===== src/rtl/inst_prefetch_buffer.sv =====
// Instruction prefetch queue between the fetch PC / instruction memory and the
// IF/ID register. Issues word fetches over a req/gnt/rvalid handshake, keeps up
// to DEPTH instructions with their PCs, presents the oldest one to decode and
// flushes on a taken branch.
//
// Ports:
//   clk, rst            clock, asynchronous active-low reset
//   br_taken            redirect: flush queue and in-flight fetches
//   BranchTarget        new fetch PC, sampled when br_taken=1
//   StallD              decode not accepting; head is held
//   imem_req/imem_addr  fetch request and word address (held until grant)
//   imem_gnt            request accepted this cycle
//   imem_rvalid/rdata   in-order fetch response
//   ValidF/InstF/AddrF  head entry valid, its instruction (NOP if empty), its PC

module inst_prefetch_buffer #(
  parameter int unsigned DEPTH    = 4,
  parameter logic [31:0] RESET_PC = 32'h0000_0000
) (
  input  logic        clk,
  input  logic        rst,
  input  logic        br_taken,
  input  logic [31:0] BranchTarget,
  input  logic        StallD,
  output logic        imem_req,
  output logic [31:0] imem_addr,
  input  logic        imem_gnt,
  input  logic        imem_rvalid,
  input  logic [31:0] imem_rdata,
  output logic        ValidF,
  output logic [31:0] InstF,
  output logic [31:0] AddrF
);

  localparam int unsigned PtrW = $clog2(DEPTH);
  localparam int unsigned CntW = $clog2(DEPTH + 1);
  localparam logic [31:0] Nop = 32'h0000_0013;
  localparam logic [CntW:0] DepthLim = (CntW + 1)'(DEPTH);

  logic [31:0]     fetch_pc_q, fetch_pc_d;
  logic [PtrW-1:0] head_q, head_d;
  logic [PtrW-1:0] resv_q, resv_d;
  logic [PtrW-1:0] fill_q, fill_d;
  logic [CntW-1:0] reserved_q, reserved_d;
  // Granted fetches whose data will land in the queue (reserved minus filled).
  logic [CntW-1:0] pending_q, pending_d;
  // Responses still owed for fetches issued before a redirect; they are dropped.
  logic [CntW-1:0] discard_q, discard_d;
  logic [DEPTH-1:0] filled_q, filled_d;

  logic [31:0] pc_q   [DEPTH];
  logic [31:0] inst_q [DEPTH];

  logic issue_ok;
  logic grant;
  logic fill_en;
  logic drop;
  logic pop;

  // Outstanding fetches (kept + dropped) never exceed the number of slots.
  assign issue_ok = ({1'b0, reserved_q} + {1'b0, discard_q}) < DepthLim;
  assign imem_req  = rst & ~br_taken & issue_ok;
  assign imem_addr = fetch_pc_q;

  assign grant   = imem_req & imem_gnt;
  assign fill_en = imem_rvalid & (discard_q == '0) & ~br_taken;
  assign drop    = imem_rvalid & (discard_q != '0);

  assign ValidF = filled_q[head_q] & (reserved_q != '0);
  assign InstF  = ValidF ? inst_q[head_q] : Nop;
  assign AddrF  = ValidF ? pc_q[head_q] : 32'h0;

  // A head that is valid during a redirect is flushed, not consumed.
  assign pop = ValidF & ~StallD & ~br_taken;

  always_comb begin
    fetch_pc_d = fetch_pc_q;
    head_d     = head_q;
    resv_d     = resv_q;
    fill_d     = fill_q;
    reserved_d = reserved_q;
    pending_d  = pending_q;
    discard_d  = discard_q;
    filled_d   = filled_q;

    if (br_taken) begin
      fetch_pc_d = BranchTarget;
      head_d     = '0;
      resv_d     = '0;
      fill_d     = '0;
      reserved_d = '0;
      pending_d  = '0;
      filled_d   = '0;
      // Every fetch still in flight, kept or already doomed, becomes a drop;
      // a response arriving this cycle retires one of them. No grant is
      // possible here because the request is masked.
      discard_d  = discard_q + pending_q - CntW'(imem_rvalid);
    end else begin
      if (grant) begin
        fetch_pc_d       = fetch_pc_q + 32'd4;
        resv_d           = resv_q + PtrW'(1);
        filled_d[resv_q] = 1'b0;
      end
      if (fill_en) begin
        fill_d           = fill_q + PtrW'(1);
        filled_d[fill_q] = 1'b1;
      end
      if (pop) begin
        head_d = head_q + PtrW'(1);
      end
      unique case ({grant, pop})
        2'b10:   reserved_d = reserved_q + CntW'(1);
        2'b01:   reserved_d = reserved_q - CntW'(1);
        default: reserved_d = reserved_q;
      endcase
      unique case ({grant, fill_en})
        2'b10:   pending_d = pending_q + CntW'(1);
        2'b01:   pending_d = pending_q - CntW'(1);
        default: pending_d = pending_q;
      endcase
      if (drop) begin
        discard_d = discard_q - CntW'(1);
      end
    end
  end

  always_ff @(posedge clk or negedge rst) begin
    if (!rst) begin
      fetch_pc_q <= RESET_PC;
      head_q     <= '0;
      resv_q     <= '0;
      fill_q     <= '0;
      reserved_q <= '0;
      pending_q  <= '0;
      discard_q  <= '0;
      filled_q   <= '0;
    end else begin
      fetch_pc_q <= fetch_pc_d;
      head_q     <= head_d;
      resv_q     <= resv_d;
      fill_q     <= fill_d;
      reserved_q <= reserved_d;
      pending_q  <= pending_d;
      discard_q  <= discard_d;
      filled_q   <= filled_d;
    end
  end

  // Payload storage needs no reset: its contents are only visible through
  // the filled flags.
  always_ff @(posedge clk) begin
    if (grant) begin
      pc_q[resv_q] <= fetch_pc_q;
    end
    if (fill_en) begin
      inst_q[fill_q] <= imem_rdata;
    end
  end

endmodule


===== config.mk =====
export PLATFORM = sky130hd
export DESIGN_NAME = inst_prefetch_buffer
export DESIGN_NICKNAME = d
export VERILOG_FILES = /design/src/rtl/inst_prefetch_buffer.sv
export SDC_FILE = /design/constraint.sdc
export NUM_CORES = 1
export LEC_CHECK = 0
export BUFFER_PORTS_ARGS = -buffer_cell sky130_fd_sc_hd__buf_2
export CAP_MARGIN = 40
export CORE_AREA = 5 5 132 184
export DETAILED_ROUTE_END_ITERATION = 8
export DIE_AREA = 0 0 137 189
export PLACE_DENSITY = 0.77
export REMOVE_ABC_BUFFERS = 1
export SLEW_MARGIN = 20
export SYNTH_ARGS = -nofsm -noshare
export SYNTH_HDL_FRONTEND = slang
export SYNTH_SLANG_ARGS = --single-unit

===== constraint.sdc =====
create_clock -name clk -period 3.6 [get_ports clk]
set_input_delay 0.36 -clock clk [delete_from_list [all_inputs] [get_ports clk]]
set_output_delay 0.36 -clock clk [all_outputs]
set_load 0.05 [all_outputs]

==> impl_metrics.yaml, run 1 <==
synth:
  synth_top_cell_by_area: "edfxtp_1"
  yosysWarnings: 0
  synth.area.top_cells: "edfxtp_1 (60%), mux4_2 (11%), dfrtp_1 (10%)"
  synth_commonest_cells: "edfxtp_1 (256), and3_1 (70), mux4_2 (65), dfrtp_1 (51), nand2_1 (49)"
  synth_top_area_share_pct: 60.37
  syn_avg_cell_area_um2: 17.00
  async_flop_share_pct: 16.61
  synthFlopType: "edfxtp_1"
  ys_types: 47
  synth.most_common_cell: "edfxtp_1"
  ys_seq_elements: 307
  synthesis.area_mm2: 0.01273
  ys_seq_area_share_pct: 70.39
  postSynthCellCount: 749
  synth-edff-count: 256
finish:
  fin_nets: 1017
  diodes: 0
  drive_gt1_share_pct: 33.05
  area_growth_pct: 17.44
  n_fill_cell: 1513
  final_util_pct: 66.86
  register_area_mm2: 0.008971
  final_cell_count_no_fill: 1251
  multiInputGateArea_mm2: 0.003530
die:
  start_util_pct: 56.93
  dieWidth_um: 137
  dieArea_mm2: 0.02589
  num_rows: 65
  core_area_mm2: 0.02237
  ios: 168
  die_y_um: 189
worst_setup_path:
  path_class: "flop to flop"
  cp-end-kind: "flop"
  path_delay_family: "simple AND/OR/NAND/NOR gates"
  required_ns: 4.01
  worstSetupStartpointType: "flop"
  critPathMaxFanout: 22
  crit_top_cell: "or4b_4"
  timing.rr.end: "reserved_q[2]"
  crit_chain: "ha_1, or4b_4, or4b_4, nand2_1, nor2_1, fa_1, nor3_1, o21ai_0, nor3b_1"
  path_depth: 9
  cp_num_buf_inv: 0
  startpoint: "reserved_q[2]"
  cp.arrival_ns: 3.62
  r2r-start: "reserved_q[2]"
  rr_worst_depth: 9
  critPathMaxStageDelay_ns: 0.65
  reg2reg_setup_slack_ns: 0.39
  crit_path_end: "reserved_q[2]"
  cp_slowest_cell: "or4b_4"
detailed_routing:
  wl_per_cell_um: 21.62
  dr.pass1.iters: 7
  wl_um: 27050
  drtAntennaViolNets: 0
  via_count: 7437
  routed_via_density: 5.945
  drc: 0
  drt_iter0_drc: 578
clocking:
  post_cts_buffers: 0
  cts_resized: 0
  cts_num_sinks: 307
  clockRootBuffer: "clkbuf_16"
  h-tree-depth: 1
  cts_buffer_depth: 3
  cts_made_buffers: 28
  clk_pin_slew_ns: 0.06
  holdBufCountCts: 0
  clock_latency_ns: 0.53
  tritoncts: "done"
job:
  cap_violations: 0
grt:
  grt-ovfl-total: 0
  grtUsageTotal_pct: 21.22
  antenna_found_initial: 1
  grt_pass1_vias: 7638
  grt_pass1_wl_um: 42630
  grt_max_degree: 66
status:
  violations: "negative hold slack"
  status: "complete, but fails checks"
sta:
  holdWs_ns: -0.0001777
  finalClockSkew_ns: 0.01522
  rsz0062_at_grt: "false"
  relSlewSlack_pct: 53.48
  post-route-min-period_ns: 3.207
  worst_pin_slew_ns: 0.6977
  hold_violations: 2
  slew_viol_final: 0
  finalSetupViolations: 0
  fmax_ghz: 0.3118
  fin_crit_sh_pct: 89.07
worst_hold_path:
  hp-class: "input port to async pin"
power_and_ir_drop:
  p_leak_nw: 5.652
  power_density_mw_per_mm2: 531.2
  peakVddDrop_uv: 490.7
placement:
  dp.cells: 1199
  io_buffers: 167
  place_congestion: 0.8234
  dpl.hpwl_um: 17370
[layout by cell type, fill, tap and decap left out, types with 4 or more instances in the layout]
master	netlist	final
nor4_1	5	5
clkinv_1	1	7
buf_4	0	18
clkbuf_1	29	4
or4_1	4	4
clkbuf_16	0	29
a22oi_1	5	5
ha_1	16	16
nor3b_1	4	4
mux4_2	65	65
a31oi_1	4	4
a21oi_1	6	6
nand4_1	13	13
o21ai_0	19	19
nor2_1	23	23
and3_1	70	66
and2_1	5	5
clkinvlp_4	0	4
a221o_1	7	7
nand2_1	49	49
dfrtp_1	51	49
xor2_1	5	5
xnor2_1	11	11
mux2i_1	5	5
o211ai_1	10	10
edfxtp_1	256	256
buf_2	8	168
nor3_1	8	8
inv_1	18	18
nand3_1	17	17
and3_2	0	4
[per-layer routing]
layer / GRT usage [%] / share of wire, % / vias to the layer above
met5: 0 / 0.048 / -
met4: 4.724 / 1.7 / 2
met3: 3.137 / 6.0 / 40
met2: 37.10 / 53 / 258
met1: 28.33 / 39 / 3804
li1: - / - / 3333
[logic make-up (layout without fill, tap and decap cells)]
logic type / after synthesis / in the layout / synth area share [%]
buffers and inverters: 61 / 262 / 1.936
adders and majority gates: 19 / 19 / 2.044
and+or+nand+nor: 214 / 214 / 9.266
AOI/OAI and AO/OA: 60 / 60 / 3.193
DFF: 307 / 307 / 70.39
xor gates and xnor gates: 16 / 16 / 1.100
muxes: 72 / 72 / 12.07
[worst reg2reg max path: stages, from the launching register on]
cell and delay [ns]:
dfrtp_1 0.41, ha_1 0.31, or4b_4 0.51, or4b_4 0.65, nand2_1 0.26, nor2_1 0.09
fa_1 0.38, nor3_1 0.24, o21ai_0 0.10, nor3b_1 0.14
[state kept, by name, summed over array words and instances (netlist names), 3 cells and up]
register	cells
inst_q	128
reserved_q	3
pc_q	128
filled_q	4
pending_q	3
imem_addr	32
discard_q	3
[stage by stage]
step	setup slack (ns)	power (mW)	TNS, ns	cell area [um2]
detailed placement	0.4168	5.157	0	14050
CTS	0.3990	8.006	0	14950
global route	0.2567	8.265	0	14950
finish	0.3933	7.943	0	14950
global placement	0.4597	5.116	0	13940
floorplan	-1.230	4.802	-57.84	12560
[layout make-up]
class                   count  area share [%]
clock buffers              33           4.953
flip-flops and latches    307           59.99
repair buffers            191           7.346
inverters                  19          0.4769
multi-input cells         381           23.60
clock inverters            19           1.113
well taps                 301           2.518
[power by group]
group / total, mW / switching, mW / internal [mW] / leakage, nW
sequential: 4.18 / 0.155 / 4.03 / 2.95
combinational: 0.896 / 0.586 / 0.311 / 2.27
clock: 2.87 / 1.24 / 1.62 / 0.427
[worst min path at each step]
stage                     depth (start not counted)       endpoint  slack (ns)     startpoint
after floorplan                                   0   discard_q[0]        0.06            rst
after global placement                            2    filled_q[2]        0.52    filled_q[2]
after detailed placement                          2    filled_q[3]        0.51    filled_q[3]
after CTS                                         2  imem_addr[11]        0.02            rst
after global routing                              1   inst_q[0][2]        0.03  imem_rdata[2]
final                                             2  imem_addr[11]     -0.0002            rst
(Power assumes the default switching activity.)
==> run 2, diff against run 1 <==
Settings changed: ABC_AREA set to 1, CORE_AREA 5 5 132 184 to 5 5 142 178, DIE_AREA 0 0 137 189 to 0 0 147 183.
==> run 2 against run 1 <==
- sequential cell count stayed put
- sequential share of layout area is 2.6 points lower
- clock-buffer cell count up 6
- global-route usage increased by 1.8 points
- cell count grew 37%
- the flow now finishes without violations
- non-clock buffer count up 3
- via count grew 29%
- critical path depth decreased by 1
- final area up 4.4%
- clock power about the same
- total power is 12% higher
==> impl_metrics.yaml, run 2 <==
power_and_ir_drop:
  peakVddDrop_uv: 407.9
  swShare_pct: 30.45
  power_switching_mw: 2.699
  p_int_mw: 6.164
  pwr-share-seq_pct: 48.5
  power_density_mw_per_mm2: 567.5
  clockPowerShare_pct: 32.7
  power_mw: 8.863
  p_leak_nw: 6.156
  p_comb_share_pct: 18.9
grt:
  grt-ovfl-total: 0
  grtUsageTotal_pct: 23.03
  grt_pass1_wl_um: 49610
  antenna_found_initial: 2
  grt_max_degree: 103
  grt_pass1_vias: 9582
synth:
  syn_avg_cell_area_um2: 10.78
  ys_seq_elements: 307
  postSynthCellCount: 1233
  async_flop_share_pct: 16.61
  ys_types: 36
  yosys.area_share.simple_pct: 15.34
  synthesis.area_mm2: 0.01329
  synthFlopType: "edfxtp_1"
  synthMuxAreaShare_pct: 0
  synth_top_area_share_pct: 57.83
  ys_seq_area_share_pct: 67.43
  synth.area.top_cells: "edfxtp_1 (58%), dfrtp_1 (9.6%), nor2_1 (8.2%)"
  synth_fa_ha_area_share_pct: 1.958
  synth.most_common_cell: "nor2_1"
  synth-edff-count: 256
  synth_top_family_by_area: "simple AND/OR/NAND/NOR gates"
  synth_top_cell_by_area: "edfxtp_1"
  synth_commonest_cells: "nor2_1 (289), edfxtp_1 (256), nand2_1 (156), o21ai_0 (145), a21oi_1 (69)"
  yosysWarnings: 0
  synth_xor_area_share_pct: 1.450
  synth_compound_gate_area_share_pct: 9.846
die:
  die_y_um: 183
  start_util_pct: 56.78
  ios: 168
  num_rows: 63
  core_area_mm2: 0.02341
  dieArea_mm2: 0.02690
  dieWidth_um: 147
worst_setup_path:
  cp_slowest_cell: "dfrtp_4"
  cp.arrival_ns: 2.98
  crit_chain: "clkinv_2, nand2_1, nand3_1, nand2_1, nand2_2, buf_6, a21oi_1, buf_2"
  cp-end-kind: "output port"
  required_ns: 3.24
  worstSetupStartpointType: "flop"
  cp_num_buf_inv: 3
  critPathMaxStageDelay_ns: 0.43
  critPathMaxFanout: 50
  crit_top_cell: "nand2_1"
  path_class: "flop to output port"
  path_delay_family: "buffers and inverters"
clocking:
  cts_num_sinks: 307
  cts_made_buffers: 29
  clock_latency_ns: 0.55
  clockRootBuffer: "clkbuf_16"
  h-tree-depth: 1
  tritoncts: "done"
  clk_pin_slew_ns: 0.06
  cts_buffer_depth: 3
finish:
  drive_gt1_share_pct: 18.80
  fin_nets: 1486
  area_growth_pct: 17.50
  n_fill_cell: 1723
  finalInstanceArea_mm2: 0.01562
  final_cell_mix: "nor2_1 (281), edfxtp_1 (256), buf_2 (161)"
  final_util_pct: 66.71
  final_common_cell: "nor2_1"
placement:
  place_area_mm2: 0.01459
  place_congestion: 0.8982
  dpl.hpwl_um: 19120
  io_buffers: 167
sta:
  holdWs_ns: 0.02496
  fin_crit_sh_pct: 92.79
  relSlewSlack_pct: 51.95
  finalSetupViolations: 0
  worst_pin_slew_ns: 0.7208
  slew_viol_final: 0
  post-route-min-period_ns: 3.341
  hold_violations: 0
  rsz0062_at_grt: "false"
  fmax_ghz: 0.2994
  finalClockSkew_ns: 0.02816
job:
  cap_violations: 0
status:
  status: "completed"
detailed_routing:
  via_count: 9560
  drc: 0
  drtAntennaViolNets: 0
  dr.pass1.iters: 5
  wl_per_cell_um: 18.18
  wl_um: 31150
  drt_iter0_drc: 675
  routed_via_density: 5.578
worst_hold_path:
  hp-class: "input port to flop"
==> run 2: cell types whose count changed after synthesis, moves of 10 or more <==
cell / change
nand3_1: +19
a21oi_1: +63
o21ai_0: +126
buf_1: +12
xor2_1: +12
mux4_2: -65
inv_1: +47
nand2_1: +107
and3_1: -70
nor2_1: +266
nand4_1: -10
buf_2: +15
==> run 2: path summary, 6_finish.rpt <==
| check | startpoint | end | slack (ns) | cells past startpoint |
|---|---|---|---|---|
| worst max-delay path | head_q[0] | AddrF[14] | 0.26 | 8 |
| worst min-delay path | imem_rdata[18] | inst_q[3][18] | 0.02 | 1 |
| worst max register to register | head_q[0] | reserved_q[2] | 0.87 | 15 |
| worst min register to register | pending_q[0] | pending_q[0] | 0.55 | 1 |
| max in group asynchronous | rst | head_q[0] | 2.54 | 3 |
| min in group asynchronous | rst | reserved_q[1] | 0.53 | 3 |
==> run 2: per-stage QoR <==
| stage | setup WS [ns] | setup TNS [ns] | std cells |
|---|---|---|---|
| 3_5_place_dp | 0.6895 | 0 | 1651 |
| 2_1_floorplan | -2.344 | -146.18 | 1172 |
| 3_3_place_gp | 0.7338 | 0 | 1650 |
| 5_1_grt | 0.05863 | 0 | 1714 |
| 6_report | 0.2594 | 0 | 1714 |
| 4_1_cts | 0.1283 | 0 | 1710 |
==> run 2: final cells by class <==
cell class	instances	area, um2	share of cell area (%)
sequential	307	8969	57.42
multi-input combinational	796	3865	24.75
timing repair buffer	194	1247	7.987
clock buffer	39	803.3	5.143
tap	292	365.4	2.339
inverter	69	260.3	1.666
clock inverter	15	103.9	0.6649
antenna	2	5.005	0.03204
==> run 2: metal layers <==
layer | track usage (%) | routed length (um) | up-vias
met1 | 29.36 | 12570 | 4624
met3 | 3.114 | 1839 | 62
met5 | 0 | 0 | -
met2 | 41.10 | 15910 | 341
met4 | 7.497 | 836 | 0
li1 | - | - | 4533
==> run 2: power groups by stage <==
stage | sequential (mW) | clock, mW | combinational [mW]
6_report | 4.30 | 2.90 | 1.67
5_1_grt | 4.32 | 3.09 | 1.84
4_1_cts | 4.29 | 2.94 | 1.68
3_5_place_dp | 4.37 | 0 | 1.67
3_3_place_gp | 4.36 | 0 | 1.63
2_1_floorplan | 4.53 | 0 | 0.941
==> run 2: cells by family (layout without fill, tap and decap cells) <==
group | count (synthesis) | in the layout
adder cells (fa/ha/maj) | 19 | 19
buffers and inverters | 130 | 317
other | 0 | 2
AO/OA/AOI/OAI | 245 | 245
flip-flops | 307 | 307
XOR/XNOR | 22 | 22
AND/OR/NAND/NOR | 510 | 510
==> run 2: repair_timing <==
action / in CTS / in global routing
endpoints found under the setup margin: 0 / 10
setup buffers: 0 / 0
gates resized for setup: 0 / 2
hold endpoints to repair: 28 / 0
hold buffers: 5 / 0
==> run 3, diff against run 2 <==
Settings changed: CORE_AREA 5 5 142 178 to 2 2 139 175, DIE_AREA 0 0 147 183 to 0 0 141 177, RECOVER_POWER set to 100.
==> run 3 against run 2 <==
- combinational power hardly changed
- total power grew 3.2%
- sequential share of layout area about the same
- critical path depth fell by 3
- clock-buffer cell count increased by 5
==> impl_metrics.yaml, run 3 (same netlist as run 2, synthesis figures left out) <==
placement:
  io_buffers: 167
  dpl.hpwl_um: 19530
  place_congestion: 0.9000
  dp.cells: 1652
finish:
  final_cell_mix: "nor2_1 (284), edfxtp_1 (256), nand2_1 (160)"
  n_fill_cell: 1764
  area_growth_pct: 17.53
  diodes: 0
  fin_nets: 1493
  drive_gt1_share_pct: 13.10
  final_common_cell: "nor2_1"
  final_cell_count_no_fill: 1720
worst_setup_path:
  critPathMaxFanout: 86
  startpoint: "head_q[0]"
  cp-end-kind: "output port"
  cp_num_buf_inv: 3
  timing.rr.end: "pending_q[2]"
  path_depth: 5
  path_class: "flop to output port"
  cp_slowest_cell: "clkbuf_4"
  r2r-start: "reserved_q[2]"
  critPathMaxStageDelay_ns: 0.67
  cp.arrival_ns: 2.89
  crit_path_end: "InstF[14]"
  path_delay_family: "buffers and inverters"
  reg2reg_setup_slack_ns: 0.43
  rr_worst_depth: 12
  worstSetupStartpointType: "flop"
  required_ns: 3.24
  crit_chain: "clkinv_2, clkbuf_4, o21ai_0, a21oi_1, clkbuf_1"
clocking:
  clock_latency_ns: 0.57
  clockRootBuffer: "clkbuf_16"
  clk_pin_slew_ns: 0.07
  tritoncts: "done"
  cts_made_buffers: 30
  cts_buffer_depth: 3
  post_cts_buffers: 0
  h-tree-depth: 1
  cts_num_sinks: 307
power_and_ir_drop:
  power_density_mw_per_mm2: 585.3
  peakVddDrop_uv: 431.7
  p_leak_nw: 5.945
  power_mw: 9.144
grt:
  grt-ovfl-total: 0
  grtUsageTotal_pct: 25.12
  grt_pass1_wl_um: 49060
  antenna_found_initial: 0
  grt_max_degree: 87
  grt_pass1_vias: 9588
detailed_routing:
  routed_via_density: 5.559
  dr.pass1.iters: 6
  drt_iter0_drc: 655
  wl_per_cell_um: 18.03
  via_count: 9562
  drtAntennaViolNets: 0
  wl_um: 31020
  drc: 0
die:
  dieWidth_um: 141
  die_y_um: 177
  dieArea_mm2: 0.02496
  num_rows: 63
  ios: 168
  start_util_pct: 56.78
  core_area_mm2: 0.02341
status:
  status: "completed"
sta:
  finalSetupViolations: 0
  fmax_ghz: 0.3079
  fin_crit_sh_pct: 90.22
  worst_pin_slew_ns: 1.366
  slew_viol_final: 0
  post-route-min-period_ns: 3.248
  finalClockSkew_ns: 0.02156
  rsz0062_at_grt: "false"
  fin_setup_tns_ns: 0
  hold_violations: 0
  relSlewSlack_pct: 8.935
worst_hold_path:
  hp-class: "input port to flop"
job:
  cap_violations: 0
run 3: worst min path at each step:
stage / start / to / cells after the start
floorplan: rst / discard_q[0] / 0
global route: BranchTarget[29] / imem_addr[29] / 3
finish: BranchTarget[29] / imem_addr[29] / 3
global placement: pending_q[1] / pending_q[1] / 2
CTS: imem_rdata[15] / inst_q[3][15] / 1
detailed placement: filled_q[0] / filled_q[0] / 2
run 3: what timing repair did:
action	CTS	global route
hold buffers	12	0
resized for setup	0	0
hold endpoints to repair	77	0
run 3: layout make-up:
type / count / area [um2] / share of cell area (%)
clock buffer: 44 / 863.3 / 5.526
clock inverter: 12 / 162.7 / 1.041
inverter: 69 / 260.3 / 1.666
multi-input combinational: 796 / 3839 / 24.57
sequential: 307 / 8969 / 57.41
tap: 292 / 365.4 / 2.339
timing repair buffer: 200 / 1164 / 7.448
run 3: per-stage QoR:
step                      setup WS, ns  utilization (%)  hold slack [ns]  cell area, um2
after global routing            0.1408            66.73          0.04116           15620
after global placement          0.9841            62.37           0.5375           14600
after detailed placement        0.9390            62.37           0.5433           14600
after floorplan                 -2.344                -          0.06441           13020
final                           0.3521            66.73          0.03030           15620
after CTS                       0.4846            67.27       0.00006808           15750
run 3: worst register-to-register path, cell delays in order (launching register included):
cell     delay (ns)
dfrtp_1        0.42
ha_1           0.30
nor2_1         0.09
nand2_1        0.07
nor2_1         0.27
nand2_1        0.66
nand2_1        0.32
inv_1          0.11
fa_1           0.39
xnor2_1        0.15
xor2_1         0.17
nand2_1        0.08
nand2_1        0.05
run 3: metal layers:
layer	global-route usage (%)	routed length, um	up-vias
met4	7.792	830	0
li1	-	-	4554
met5	0	0	-
met2	45.51	16010	332
met3	4.167	1995	64
met1	30.95	12180	4612
run 3: power by group:
group	total (mW)	switching, mW	internal [mW]
Clock	3.20	1.31	1.88
Sequential	4.31	0.221	4.09
Combinational	1.64	1.22	0.422
Total	9.14	2.75	6.39
